===== src/rtl/reset_sequencer_if.sv =====
// -----------------------------------------------------------------------------
// reset_sequencer_if
// Bundles the reset sequencer's control inputs and reset/status outputs.
//   sw_rst_req   : software reset request (level, synchronous to clk)
//   wdt_rst_req  : watchdog reset request (level, synchronous to clk)
//   cpu_hold     : debug hold keeping the CPU in reset after peripherals
//   cause_clr    : clears the sticky reset cause while running
//   rst_periph_n : peripheral-domain reset, active low
//   rst_cpu_n    : CPU-domain reset, active low
//   rst_cause    : sticky cause {WDT, SW, POR}
//   seq_busy     : high while the sequencer is not in RUN
// master = the side issuing requests (SoC / bench); slave = the sequencer.
// -----------------------------------------------------------------------------
interface reset_sequencer_if;
  logic       sw_rst_req;
  logic       wdt_rst_req;
  logic       cpu_hold;
  logic       cause_clr;
  logic       rst_periph_n;
  logic       rst_cpu_n;
  logic [2:0] rst_cause;
  logic       seq_busy;

  modport master (
    output sw_rst_req, wdt_rst_req, cpu_hold, cause_clr,
    input  rst_periph_n, rst_cpu_n, rst_cause, seq_busy
  );

  modport slave (
    input  sw_rst_req, wdt_rst_req, cpu_hold, cause_clr,
    output rst_periph_n, rst_cpu_n, rst_cause, seq_busy
  );
endinterface


===== src/rtl/reset_sequencer.sv =====
// -----------------------------------------------------------------------------
// reset_sequencer
// Chip-level reset controller. Merges pin/POR, software and watchdog resets,
// releases the peripheral domain first and the CPU domain CPU_DLY cycles
// later, and records the cause of the last reset.
// Ports:
//   clk         : system clock, rising edge
//   rst_async_n : asynchronous active-low pin/POR reset
//   bus         : reset_sequencer_if.slave (requests in, resets/status out)
// All outputs come straight from flops; no input reaches an output
// combinationally.
// -----------------------------------------------------------------------------
module reset_sequencer #(
  parameter int ASSERT_CYCLES = 16,
  parameter int CPU_DLY       = 8,
  parameter int CNT_W         = 8
) (
  input  logic               clk,
  input  logic               rst_async_n,
  reset_sequencer_if.slave   bus
);

  localparam logic [CNT_W-1:0] ASSERT_LAST = CNT_W'(ASSERT_CYCLES - 1);
  localparam logic [CNT_W-1:0] CPU_LAST    = CNT_W'(CPU_DLY - 1);

  typedef enum logic [1:0] {
    ST_ASSERT   = 2'd0,
    ST_WAIT_CPU = 2'd1,
    ST_RUN      = 2'd2
  } state_e;

  logic             sync_m_q;
  logic             sync_r_q;
  state_e           state_q;
  logic [CNT_W-1:0] cnt_q;
  logic             rst_periph_n_q;
  logic             rst_cpu_n_q;
  logic [2:0]       rst_cause_q;
  logic             seq_busy_q;

  // Reset synchronizer: assertion is asynchronous, release is delayed by two
  // edges so the ASSERT counter only starts on a clean, synchronous signal.
  // NOTE: sequential state uses non-blocking (<=) so every flop samples the
  // pre-edge values of the others; blocking here would collapse the two
  // stages into one.
  always_ff @(posedge clk or negedge rst_async_n) begin
    if (!rst_async_n) begin
      sync_m_q <= 1'b0;
      sync_r_q <= 1'b0;
    end else begin
      sync_m_q <= 1'b1;
      sync_r_q <= sync_m_q;
    end
  end

  always_ff @(posedge clk or negedge rst_async_n) begin
    if (!rst_async_n) begin
      state_q        <= ST_ASSERT;
      cnt_q          <= '0;
      rst_periph_n_q <= 1'b0;
      rst_cpu_n_q    <= 1'b0;
      rst_cause_q    <= 3'b001;
      seq_busy_q     <= 1'b1;
    end else begin
      case (state_q)
        ST_ASSERT: begin
          // Counting is frozen until the synchronizer has released.
          if (sync_r_q) begin
            if (cnt_q == ASSERT_LAST) begin
              state_q        <= ST_WAIT_CPU;
              cnt_q          <= '0;
              rst_periph_n_q <= 1'b1;
            end else begin
              cnt_q <= cnt_q + 1'b1;
            end
          end
        end

        ST_WAIT_CPU: begin
          // cnt saturates so a long cpu_hold releases on the first edge
          // after the hold drops.
          if (cnt_q == CPU_LAST) begin
            if (!bus.cpu_hold) begin
              state_q     <= ST_RUN;
              rst_cpu_n_q <= 1'b1;
              seq_busy_q  <= 1'b0;
            end
          end else begin
            cnt_q <= cnt_q + 1'b1;
          end
        end

        ST_RUN: begin
          // A new request outranks cause_clr on the same edge.
          if (bus.sw_rst_req || bus.wdt_rst_req) begin
            state_q        <= ST_ASSERT;
            cnt_q          <= '0;
            rst_periph_n_q <= 1'b0;
            rst_cpu_n_q    <= 1'b0;
            seq_busy_q     <= 1'b1;
            rst_cause_q    <= {bus.wdt_rst_req, bus.sw_rst_req, 1'b0};
          end else if (bus.cause_clr) begin
            rst_cause_q <= 3'b000;
          end
        end

        default: begin
          state_q        <= ST_ASSERT;
          cnt_q          <= '0;
          rst_periph_n_q <= 1'b0;
          rst_cpu_n_q    <= 1'b0;
          seq_busy_q     <= 1'b1;
        end
      endcase
    end
  end

  assign bus.rst_periph_n = rst_periph_n_q;
  assign bus.rst_cpu_n    = rst_cpu_n_q;
  assign bus.rst_cause    = rst_cause_q;
  assign bus.seq_busy     = seq_busy_q;

endmodule


===== src/flat_wrapper.sv =====
// flat-port wrapper written by rule: the top's interface ports become plain ports
module reset_sequencer_flat 
#(
  parameter int ASSERT_CYCLES = 16,
  parameter int CPU_DLY       = 8,
  parameter int CNT_W         = 8
)
  (clk, rst_async_n, bus_sw_rst_req, bus_wdt_rst_req, bus_cpu_hold, bus_cause_clr, bus_rst_periph_n, bus_rst_cpu_n, bus_rst_cause, bus_seq_busy);
  reset_sequencer_if bus_i ();
  input  logic clk;
  input  logic rst_async_n;
  input wire logic [$bits(bus_i.sw_rst_req)-1:0] bus_sw_rst_req;
  input wire logic [$bits(bus_i.wdt_rst_req)-1:0] bus_wdt_rst_req;
  input wire logic [$bits(bus_i.cpu_hold)-1:0] bus_cpu_hold;
  input wire logic [$bits(bus_i.cause_clr)-1:0] bus_cause_clr;
  output wire logic [$bits(bus_i.rst_periph_n)-1:0] bus_rst_periph_n;
  output wire logic [$bits(bus_i.rst_cpu_n)-1:0] bus_rst_cpu_n;
  output wire logic [$bits(bus_i.rst_cause)-1:0] bus_rst_cause;
  output wire logic [$bits(bus_i.seq_busy)-1:0] bus_seq_busy;
  assign bus_i.sw_rst_req = bus_sw_rst_req;
  assign bus_i.wdt_rst_req = bus_wdt_rst_req;
  assign bus_i.cpu_hold = bus_cpu_hold;
  assign bus_i.cause_clr = bus_cause_clr;
  assign bus_rst_periph_n = bus_i.rst_periph_n;
  assign bus_rst_cpu_n = bus_i.rst_cpu_n;
  assign bus_rst_cause = bus_i.rst_cause;
  assign bus_seq_busy = bus_i.seq_busy;
  reset_sequencer #(.ASSERT_CYCLES(ASSERT_CYCLES), .CPU_DLY(CPU_DLY), .CNT_W(CNT_W)) u_core (.clk(clk), .rst_async_n(rst_async_n), .bus(bus_i));
endmodule

===== config.mk =====
export PLATFORM = sky130hd
export DESIGN_NAME = reset_sequencer_flat
export DESIGN_NICKNAME = d
export VERILOG_FILES = /design/src/rtl/reset_sequencer_if.sv /design/src/rtl/reset_sequencer.sv /design/src/flat_wrapper.sv
export SDC_FILE = /design/constraint.sdc
export NUM_CORES = 1
export LEC_CHECK = 0
export ABC_AREA = 1
export BUFFER_PORTS_ARGS = -buffer_cell sky130_fd_sc_hd__buf_4
export CAP_MARGIN = 20
export CORE_MARGIN = 2
export CORE_UTILIZATION = 55
export DETAILED_ROUTE_END_ITERATION = 12
export HOLD_SLACK_MARGIN = 0.03
export PLACE_DENSITY = 0.87
export SLEW_MARGIN = 20
export SYNTH_ARGS = -nofsm -noshare
export SYNTH_HDL_FRONTEND = slang
export SYNTH_SLANG_ARGS = --single-unit
export TNS_END_PERCENT = 100

===== constraint.sdc =====
create_clock -name clk -period 1.8 [get_ports clk]
set_clock_uncertainty 0.05 [all_clocks]
set_input_delay 0.36 -clock clk [delete_from_list [all_inputs] [get_ports clk]]
set_output_delay 0.36 -clock clk [all_outputs]
set_load 0.02 [all_outputs]

# Yosys cells after proc, flatten, opt, wreduce, memory -nomap -nowiden

Index checks and enable logic that the tools add are counted.
Widths: inputs -> output; s select.

$add $sub $neg: 1
Reductions and logical operators: 8
Eq/ne operators: 10
Bitwise logic cells: 2
Multiplexer cells: 24

Operators by type and width:

| operator            | number |
|---|---|
| $mux 8              | 4 |
| $pmux 8 s3          | 1 |
| $mux 2              | 5 |
| $pmux 1 s3          | 3 |
| $add 8x1->8 const B | 1 |
| $eq 8x3->1 const B  | 1 |
| $eq 8x4->1 const B  | 1 |
| $mux 1              | 8 |
| $ne 2x1->1 const B  | 4 |
| $reduce_and 4->1    | 2 |
| $mux 3              | 2 |
| $pmux 2 s3          | 1 |
| $reduce_and 5->1    | 1 |
| $ne 2x2->1 const B  | 2 |
| $reduce_and 3->1    | 1 |
| $eq 2x1->1 const B  | 1 |
| $eq 2x2->1 const B  | 1 |
| $logic_not 2->1     | 1 |
| $not 1->1           | 2 |
| $reduce_and 2->1    | 1 |
| $reduce_bool 2->1   | 1 |
| $logic_or 1x1->1    | 1 |

Input port bits: 6
Word-level logic and storage cells: 53
Bits in registers: 18
Output and inout port bits: 6

# Longest topological paths before layout

Gate-level depths: netlist of run 1.

Depth after elaboration: 4
Mapped depth: 10

# Worst setup path after synthesis of run 1

Ideal clock, no wire load.

Kind: register to register
Start point: reg u_core.cnt_q[0]
End point: reg u_core.cnt_q[2]
Arrival: 1179 ps
Library setup time: 123 ps
Cell stages (with the launch flop): 11
Setup slack: 448 ps
Cell sequence: dfrtp_1 -> ha_1 -> nand2_1 -> inv_2 -> nand2_2 -> nor2_4 -> nand2_2 -> nand2_4 -> buf_6 -> nand2_1 -> o21ai_1

Cells in the longest elaborated chain, start to end: 4
Elaborated cells between the ends (all ways): 9
Classes of those cells: 1 x add/sub; 3 x eq/ne; 4 x mux; 1 x reduce/logical

Ends and longest elaborated chain:

| element                                   | RTL line                                                            | RTL |
|---|---|---|
| start: declaration                        | reset_sequencer.sv:35                                               | `logic [CNT_W-1:0] cnt_q;` |
| start signal: assignment                  | reset_sequencer.sv:74                                               | `cnt_q <= cnt_q + 1'b1;` |
| start signal: assignment                  | reset_sequencer.sv:89                                               | `cnt_q <= cnt_q + 1'b1;` |
| $add 8x1->8 or $eq 8x4->1 (tied branches) | reset_sequencer.sv:74, reset_sequencer.sv:89, reset_sequencer.sv:69 |  |
| $mux 8                                    | reset_sequencer.sv:69                                               | `if (cnt_q == ASSERT_LAST) begin` |
| $mux 8                                    | reset_sequencer.sv:68                                               | `if (sync_r_q) begin` |
| $pmux 8 s3                                | reset_sequencer.sv:65                                               | `case (state_q)` |

Several ways; a longest one is shown, not always the timed one. The select of a mux whose other input is x is not followed.
A chain may end at the register's enable or synchronous reset.

# Worst setup path after layout of run 1

Start point: reg u_core.cnt_q[0]
End point: reg u_core.cnt_q[0]

The elaborated chain is that of the path after synthesis.

==> metrics.cfg, run 1 <==
[logic_synthesis]
ys_ff_latch=18
synth_compound_area_frac=0.0561
synth-adder-area-share=0.0128
synth_cell_types=21
synth-xor-area-share=0
ys_warn_count=0
syn_inst=134
muxShareOfSynthArea=0
syn_avg_cell_area_um2=7.32
synth_nets=141
synth_top_family_by_area=simple AND/OR/NAND/NOR gates
synth-simple-area-share=0.384
ys_seq_area_frac=0.462
synth_area_um2=981

[clock_network]
clock_latency_ps=300
cts_root_buf=clkbuf_4
clockBufferDepth=2
numCtsBuffers=3
cts_resized=0
clk_pin_slew_ps=100
cts_tree=yes
htree_levels=1
cts.sinks=18

[floorplanning]
dieArea_um2=2140
start_util=0.574
io_pins=12
num_rows=15
die_w_um=46.2
die_h_um=46.2
core_area_um2=1710

[final_layout]
layout_commonest_cell=nand2_1
antenna_cells=0
layout.nets=156
drive_gt1_frac=0.182
synthToLayoutAreaGrowth_pct=14.7
final_cells=173
layout_common_cells=49 x nand2_1, 16 x dfrtp_1, 15 x nand3_1
fillCellCount=141

[timing]
fmax_ghz=0.648
fin_crit_sh=0.857
grt_setup_unrepaired=no
tns_ps=0
min_period_ps=1540
maxSlewViolCount=0
finalSetupViolCount=0
hold_viol=0

[detailed_routing]
route.detailed.drc=0
drt_wl_total_um=2020
via_per_inst=5.11
drtIter0Drc=25
wire_per_inst_um=11.7
drtPass1Iterations=4
ant_nets=0
num_vias=884

[critical_path]
critPathMaxStageDelay_ps=440
path_common_cell=nand3_1
cpLargestDelayFamily=flip-flops
arrival_ps=1730
crit_required_ps=1990
critPathKind=register to register
critical_path.cell_chain=ha_1 -> nand3_1 -> nor2_1 -> o21ai_0 -> nand3_1 -> nand2_1
startpoint_type=register
r2r-start=u_core.cnt_q[0]
path_max_fanout=5
rrSetupSlack_ps=260
cp_slowest_cell=dfrtp_1
cp_num_buf_inv=0
end_kind=register
r2r_end=u_core.cnt_q[0]
reg2regPathDepth=6

[global_routing]
gr-total-overflow=0
gr-usage-all-layers=0.222
grt_first_pass_wirelength_um=3260
grt_pass1_vias=773
antenna_found_initial=0
grt_max_degree=19

[placed_design]
placed_cells=168
port_buffers=11
gp_congestion=0.953
hpwl_um=1490

[pwr]
switchingPower_w=0.000589
p_total_w=0.00142
swShare=0.414
powerDensity_nw_per_um2=1270
p_clk_frac=0.175
seq_power_share=0.435
internal_power_w=0.000835
power_frac_comb=0.390
peakVddDrop_mv=0.705
leakage_nw=0.630

[flow_run]
drv_cap=0

[hold_path]
min_path_type=input port to register
hold_path_startpoint=bus_sw_rst_req
min_path_cells=3
hold_end=u_core.bus.rst_cause[1]

[status]
outcome=completed

## metrics by stage
step | instance area (µm²) | hold WS (ps) | utilization | setup slack [ps]
6_report | 1120 | 269 | 0.659 | 258
5_1_grt | 1120 | 273 | 0.659 | 142
4_1_cts | 1120 | 264 | 0.659 | 279
3_5_place_dp | 1080 | 190 | 0.632 | 298
3_3_place_gp | 1080 | 186 | 0.632 | 360
2_1_floorplan | 981 | 14.4 | - | 448
## power by group through the flow
stage / Combinational [W] / Clock, W / Sequential [W]
floorplan: 0.000374 / 0 / 0.000639
global placement: 0.000531 / 0 / 0.000617
detailed placement: 0.000550 / 0 / 0.000624
CTS: 0.000555 / 0.000253 / 0.000617
global route: 0.000622 / 0.000273 / 0.000633
finish: 0.000555 / 0.000250 / 0.000619
## synth_stat cells
master | n | share of area
nand2_1 | 49 | 0.19
o21bai_1 | 1 | 0.0077
inv_1 | 13 | 0.050
nand2_2 | 2 | 0.013
nor3_1 | 1 | 0.0051
o21ai_0 | 5 | 0.026
buf_2 | 1 | 0.0051
nor2_2 | 1 | 0.0064
nor2_1 | 11 | 0.042
ha_1 | 1 | 0.013
buf_6 | 1 | 0.011
o21ai_1 | 3 | 0.015
o21a_1 | 1 | 0.0077
nand2_4 | 1 | 0.011
dfrtp_1 | 16 | 0.41
inv_2 | 4 | 0.015
nor2_4 | 2 | 0.023
nand3_1 | 15 | 0.077
nand4_1 | 3 | 0.019
dfstp_2 | 2 | 0.054
conb_1 | 1 | 0.0038
## flip-flops by register name (all words and copies together), names as in the netlist
signal	cells
u_core.cnt_q	8
u_core.bus.rst_cpu_n	1
u_core.bus.seq_busy	1
u_core.state_q	2
u_core.bus.rst_cause	3
u_core.bus.rst_periph_n	1
u_core.sync_m_q	1
u_core.sync_r_q	1
## final cells by class
| type | instances | area (µm²) | area share |
|---|---|---|---|
| clock buffer | 4 | 36.3 | 0.0323 |
| inverter | 17 | 63.8 | 0.0567 |
| multi-input combinational | 97 | 448 | 0.398 |
| sequential | 18 | 453 | 0.403 |
| tap | 25 | 31.3 | 0.0278 |
| timing repair buffer | 12 | 92.6 | 0.0823 |
## metal layers
layer	GRT usage	routed length, µm	up-vias
met1	0.274	895	418
met5	0	0	-
li1	-	-	446
met4	0.126	40	0
met3	0.0353	47	5
met2	0.367	1040	15
## worst register-to-register path, cell delays in order (launching register included)
cell     delay [ps]
dfrtp_1         440
ha_1            250
nand3_1         100
nor2_1           90
o21ai_0         350
nand3_1         130
nand2_1          80
## worst max-delay path by stage
stage | start | endpoint | slack, ps | depth (start not counted)
after floorplan | u_core.cnt_q[0] | u_core.cnt_q[2] | 450 | 10
after global placement | u_core.cnt_q[0] | u_core.cnt_q[6] | 360 | 10
after detailed placement | u_core.cnt_q[0] | u_core.cnt_q[0] | 300 | 10
after CTS | u_core.cnt_q[0] | u_core.cnt_q[0] | 280 | 10
after global routing | u_core.cnt_q[0] | u_core.cnt_q[0] | 140 | 10
final | u_core.cnt_q[0] | u_core.cnt_q[0] | 260 | 6
## cell families after synthesis
logic type,after synthesis
buffers and inverters,19
other,1
flip-flops,18
adder cells (fa/ha/maj),1
AND/OR/NAND/NOR,85
AO/OA/AOI/OAI,10
## repair_timing
action	4_1_cts	5_1_grt
setup endpoints to repair	0	0
setup buffers	0	0
hold endpoints to repair	16	0
hold buffers	1	0
Note: power is estimated with default switching activity, not from simulation.
==> run 2, diff against run 1 <==
--- a/config.mk
+++ b/config.mk
@@ -13,6 +13,7 @@
 export DETAILED_ROUTE_END_ITERATION = 12
 export HOLD_SLACK_MARGIN = 0.03
 export PLACE_DENSITY = 0.87
+export RECOVER_POWER = 100
 export SLEW_MARGIN = 20
 export SYNTH_ARGS = -nofsm -noshare
 export SYNTH_HDL_FRONTEND = slang
==> metrics.cfg, run 2 (same netlist as run 1, synthesis figures left out) <==
[detailed_routing]
num_vias=890  ; +0.68%
route.detailed.drc=0  ; unchanged
via_per_inst=5.14  ; +0.68%
drtIter0Drc=25  ; unchanged
wire_per_inst_um=11.9  ; +1.6%
drtPass1Iterations=4  ; unchanged
drt_wl_total_um=2050  ; +1.6%
ant_nets=0  ; unchanged

[final_layout]
layout.nets=156  ; unchanged
drive_gt1_frac=0.115  ; -0.0676
largest_reg_flops=8  ; unchanged
design_area_um2=1100  ; -2.2%
synthToLayoutAreaGrowth_pct=12.1
final_cells=173  ; unchanged
layout_common_cells=50 x nand2_1, 16 x dfrtp_1, 15 x inv_1, 15 x nand3_1, 11 x nor2_1
top_register=u_core.cnt_q
layout_commonest_cell=nand2_1
antenna_cells=0  ; unchanged

[placed_design]
place_area_um2=1080  ; unchanged
placed_cells=168  ; unchanged
hpwl_um=1490  ; unchanged
gp_congestion=0.953  ; unchanged
port_buffers=11  ; unchanged
place_ws_ps=298  ; unchanged

[clock_network]
clockBufferDepth=2  ; unchanged
numCtsBuffers=3  ; unchanged
postCtsSetupBuffers=0  ; unchanged
cts.sinks=18  ; unchanged
htree_levels=1  ; unchanged
clk_pin_slew_ps=100  ; about the same
clock_latency_ps=300  ; about the same
cts_root_buf=clkbuf_4
hold_buffers=1  ; unchanged
cts_resized=0  ; unchanged
cts_tree=yes

[global_routing]
grt_max_degree=19  ; unchanged
grt_pass1_vias=773  ; unchanged
gr-usage-all-layers=0.222  ; unchanged
gr-total-overflow=0  ; unchanged
antenna_found_initial=0  ; unchanged
grt_first_pass_wirelength_um=3260  ; unchanged

[flow_run]
drv_cap=0  ; unchanged

[status]
outcome=completed

[timing]
maxSlewViolCount=0  ; unchanged
fin_crit_sh=0.886  ; +0.0292
maxSlewHeadroom=0.377
fin_ws_ps=205  ; -52.6 ps
finalSetupViolCount=0  ; unchanged
worst_pin_slew_ps=934
min_period_ps=1590  ; +52.6 ps
grt_setup_unrepaired=no
hold_viol=0  ; unchanged
fmax_ghz=0.627  ; -3.3%
tns_ps=0  ; unchanged

[floorplanning]
io_pins=12  ; unchanged
die_w_um=46.2  ; unchanged
core_area_um2=1710  ; unchanged
num_rows=15  ; unchanged
start_util=0.574  ; unchanged
dieArea_um2=2140  ; unchanged
die_h_um=46.2  ; unchanged

[critical_path]
crit_required_ps=1940  ; -50 ps
critPathKind=register to register
end_kind=register
arrival_ps=1740  ; about the same
startpoint_type=register
path_max_fanout=12  ; +7
rrSetupSlack_ps=210  ; -50 ps

[pwr]
powerDensity_nw_per_um2=1260  ; -0.28%
leakage_nw=0.608  ; -3.5%
peakVddDrop_mv=0.690  ; -2.1%

[hold_path]
min_path_type=input port to register

-- run 2: layout make-up --
type | instances | area, µm²
clock buffer | 4 | 36.3
fill | 151 | 608
inverter | 17 | 63.8
multi-input combinational | 97 | 445
sequential | 18 | 453
tap | 25 | 31.3
timing repair buffer | 12 | 70.1
-- run 2: metal layers --
layer  share of wire  track usage  vias up  wire length [µm]
met3           0.039       0.0353        0                81
met4               0        0.126        0                 0
met5               0            0        -                 0
met2            0.52        0.367       22              1080
met1            0.44        0.274      423               893
li1                -            -      445                 -
-- run 2: critical path: stages (launching register included) --
cell and delay (ps):
dfrtp_1 420, ha_1 220, nand2_1 60, inv_1 120, nand2_1 100, nor2_4 110, nand2_2 70, nand2_4 130
inv_2 70, nand3_1 70, nand2_1 60
-- run 2: path summary, 6_finish.rpt --
kind,start,to,depth (start not counted)
max in group asynchronous,rst_async_n,u_core.cnt_q[2],2
max,u_core.cnt_q[0],u_core.cnt_q[0],10
min reg2reg,u_core.sync_m_q,u_core.sync_r_q,0
min in group asynchronous,rst_async_n,u_core.bus.rst_cpu_n,2
min,bus_sw_rst_req,u_core.bus.rst_cause[1],3
max reg2reg,u_core.cnt_q[0],u_core.cnt_q[0],10
-- run 2: through the flow --
stage,power [W],utilization,hold slack (ps)
CTS,0.00142,0.659,264
global placement,0.00115,0.632,186
detailed placement,0.00117,0.632,190
global route,0.00150,0.644,273
finish,0.00139,0.644,272
floorplan,0.00101,-,14.4
-- run 2: where the power goes --
part | total [W] | leakage [nW] | internal, W | switching [W]
Sequential | 0.000617 | 0.232 | 0.000507 | 0.000110
Clock | 0.000247 | 0.0210 | 0.000123 | 0.000123
Combinational | 0.000525 | 0.356 | 0.000177 | 0.000348
Total | 0.00139 | 0.608 | 0.000807 | 0.000581
==> run 3, diff against run 2 <==
--- a/config.mk
+++ b/config.mk
@@ -8,8 +8,10 @@
 export ABC_AREA = 1
 export BUFFER_PORTS_ARGS = -buffer_cell sky130_fd_sc_hd__buf_4
 export CAP_MARGIN = 20
+export CELL_PAD_IN_SITES_DETAIL_PLACEMENT = 0
+export CELL_PAD_IN_SITES_GLOBAL_PLACEMENT = 1
 export CORE_MARGIN = 2
-export CORE_UTILIZATION = 55
+export CORE_UTILIZATION = 40
 export DETAILED_ROUTE_END_ITERATION = 12
 export HOLD_SLACK_MARGIN = 0.03
 export PLACE_DENSITY = 0.87
==> metrics.cfg, run 3 (same netlist as run 1, synthesis figures left out) <==
[global_routing]
gr-usage-all-layers=0.175  ; -0.0474
antenna_found_initial=0  ; unchanged
grt_pass1_vias=792  ; +2.5%
gr-total-overflow=0  ; unchanged
grt_first_pass_wirelength_um=3510  ; +7.9%
grt_max_degree=19  ; unchanged

[final_layout]
design_area_um2=1100  ; +0.34%
layout.nets=156  ; unchanged
synthToLayoutAreaGrowth_pct=12.5
drive_gt1_frac=0.122  ; +0.00676
layout_common_cells=50 x nand2_1, 16 x dfrtp_1, 15 x nand3_1
layout_commonest_cell=nand2_1
fin_util=0.485  ; -0.159
largest_reg_flops=8  ; unchanged
antenna_cells=0  ; unchanged
top_register=u_core.cnt_q

[pwr]
peakVddDrop_mv=0.639  ; -7.3%
powerDensity_nw_per_um2=1260  ; -0.37%
leakage_nw=0.607  ; -0.13%
p_total_w=0.00139  ; about the same

[timing]
min_period_ps=1590  ; -8.58 ps
tns_ps=0  ; unchanged
worst_pin_slew_ps=985  ; +50.8 ps
maxSlewHeadroom=0.344  ; -0.0338
grt_setup_unrepaired=no
fin_crit_sh=0.881  ; -0.00477
finalSetupViolCount=0  ; unchanged
fmax_ghz=0.630  ; +0.54%
fin_ws_ps=214  ; +8.58 ps
maxSlewViolCount=0  ; unchanged
hold_viol=0  ; unchanged

[critical_path]
path_common_cell=nand2_1
path_max_fanout=12  ; unchanged
end_kind=register
startpoint_type=register
critical_path.cell_chain=ha_1 -> nand2_1 -> inv_1 -> nand2_1 -> nor2_4 -> nand2_2 -> nand2_4 -> inv_2 -> nand3_1 -> nand2_1
cp_slowest_cell=dfrtp_1
critPathKind=register to register
r2r-start=u_core.cnt_q[0]
crit_required_ps=1940  ; about the same
cp-startpoint=u_core.cnt_q[0]
critPathMaxStageDelay_ps=420  ; about the same
arrival_ps=1730  ; about the same

[floorplanning]
start_util=0.431  ; -0.143
dieArea_um2=2860  ; +34%
core_area_um2=2280  ; +33%
die_w_um=53.5  ; +16%
die_h_um=53.5  ; +16%
io_pins=12  ; unchanged
num_rows=17  ; +2

[placed_design]
hpwl_um=1490  ; -0.51%
place_area_um2=1080  ; +0.35%
gp_congestion=0.792  ; -17%
port_buffers=11  ; unchanged
place_ws_ps=291  ; -7.49 ps

[clock_network]
postCtsSetupBuffers=0  ; unchanged
numCtsBuffers=3  ; unchanged
cts_resized=0  ; unchanged
clk_pin_slew_ps=110  ; about the same
cts_tree=yes
clockBufferDepth=2  ; unchanged
clock_latency_ps=290  ; about the same
hold_buffers=1  ; unchanged
htree_levels=1  ; unchanged
cts_root_buf=clkbuf_4
cts.sinks=18  ; unchanged

[detailed_routing]
ant_nets=0  ; unchanged
num_vias=849  ; -4.6%
drtPass1Iterations=4  ; unchanged
via_per_inst=4.82  ; -6.2%
drt_wl_total_um=2000  ; -2.7%
wire_per_inst_um=11.3  ; -4.3%
route.detailed.drc=0  ; unchanged
drtIter0Drc=12  ; -52%

[status]
outcome=completed

[hold_path]
hold_path_startpoint=bus_sw_rst_req
min_path_type=input port to register

[flow_run]
drv_cap=0  ; unchanged

-- run 3: critical path, delay by kind of cell (launching register included) --
family,cells,cell delay (ps)
buf+inv,2,190
simple gates,7,610
flops,1,420
fa+ha+maj,1,220
-- run 3: metrics by stage --
stage / hold slack (ps) / cells
global placement: 192 / 171
CTS: 254 / 176
finish: 261 / 176
floorplan: 14.4 / 134
detailed placement: 197 / 171
global route: 259 / 176
-- run 3: layer usage --
layer	up-vias	track usage	part of all wire
met3	5	0.0339	0.020
met5	-	0	0
met2	6	0.265	0.45
met1	393	0.241	0.52
met4	0	0.0769	0.017
li1	445	-	-
-- run 3: final timing paths --
path / cells past startpoint / endpoint / slack [ps]
worst max register to register: 10 / u_core.cnt_q[0] / 210
worst max-delay path: 10 / u_core.cnt_q[0] / 210
worst min register to register: 0 / u_core.sync_r_q / 310
worst min-delay path: 3 / u_core.bus.rst_cause[1] / 260
min in group asynchronous: 2 / u_core.bus.rst_cause[1] / 690
max in group asynchronous: 2 / u_core.cnt_q[6] / 410
-- run 3: final cells by class --
class	instances	area [µm²]
inverters	17	63.8
multi-input cells	97	445
well taps	28	35.0
flip-flops and latches	18	453
clock buffers	4	36.3
repair buffers	12	70.1
fillers	230	1170
-- run 3: power by group --
group / switching [W] / internal (W) / total [W]
Combinational: 0.000342 / 0.000172 / 0.000514
Clock: 0.000129 / 0.000123 / 0.000252
Sequential: 0.000114 / 0.000508 / 0.000622
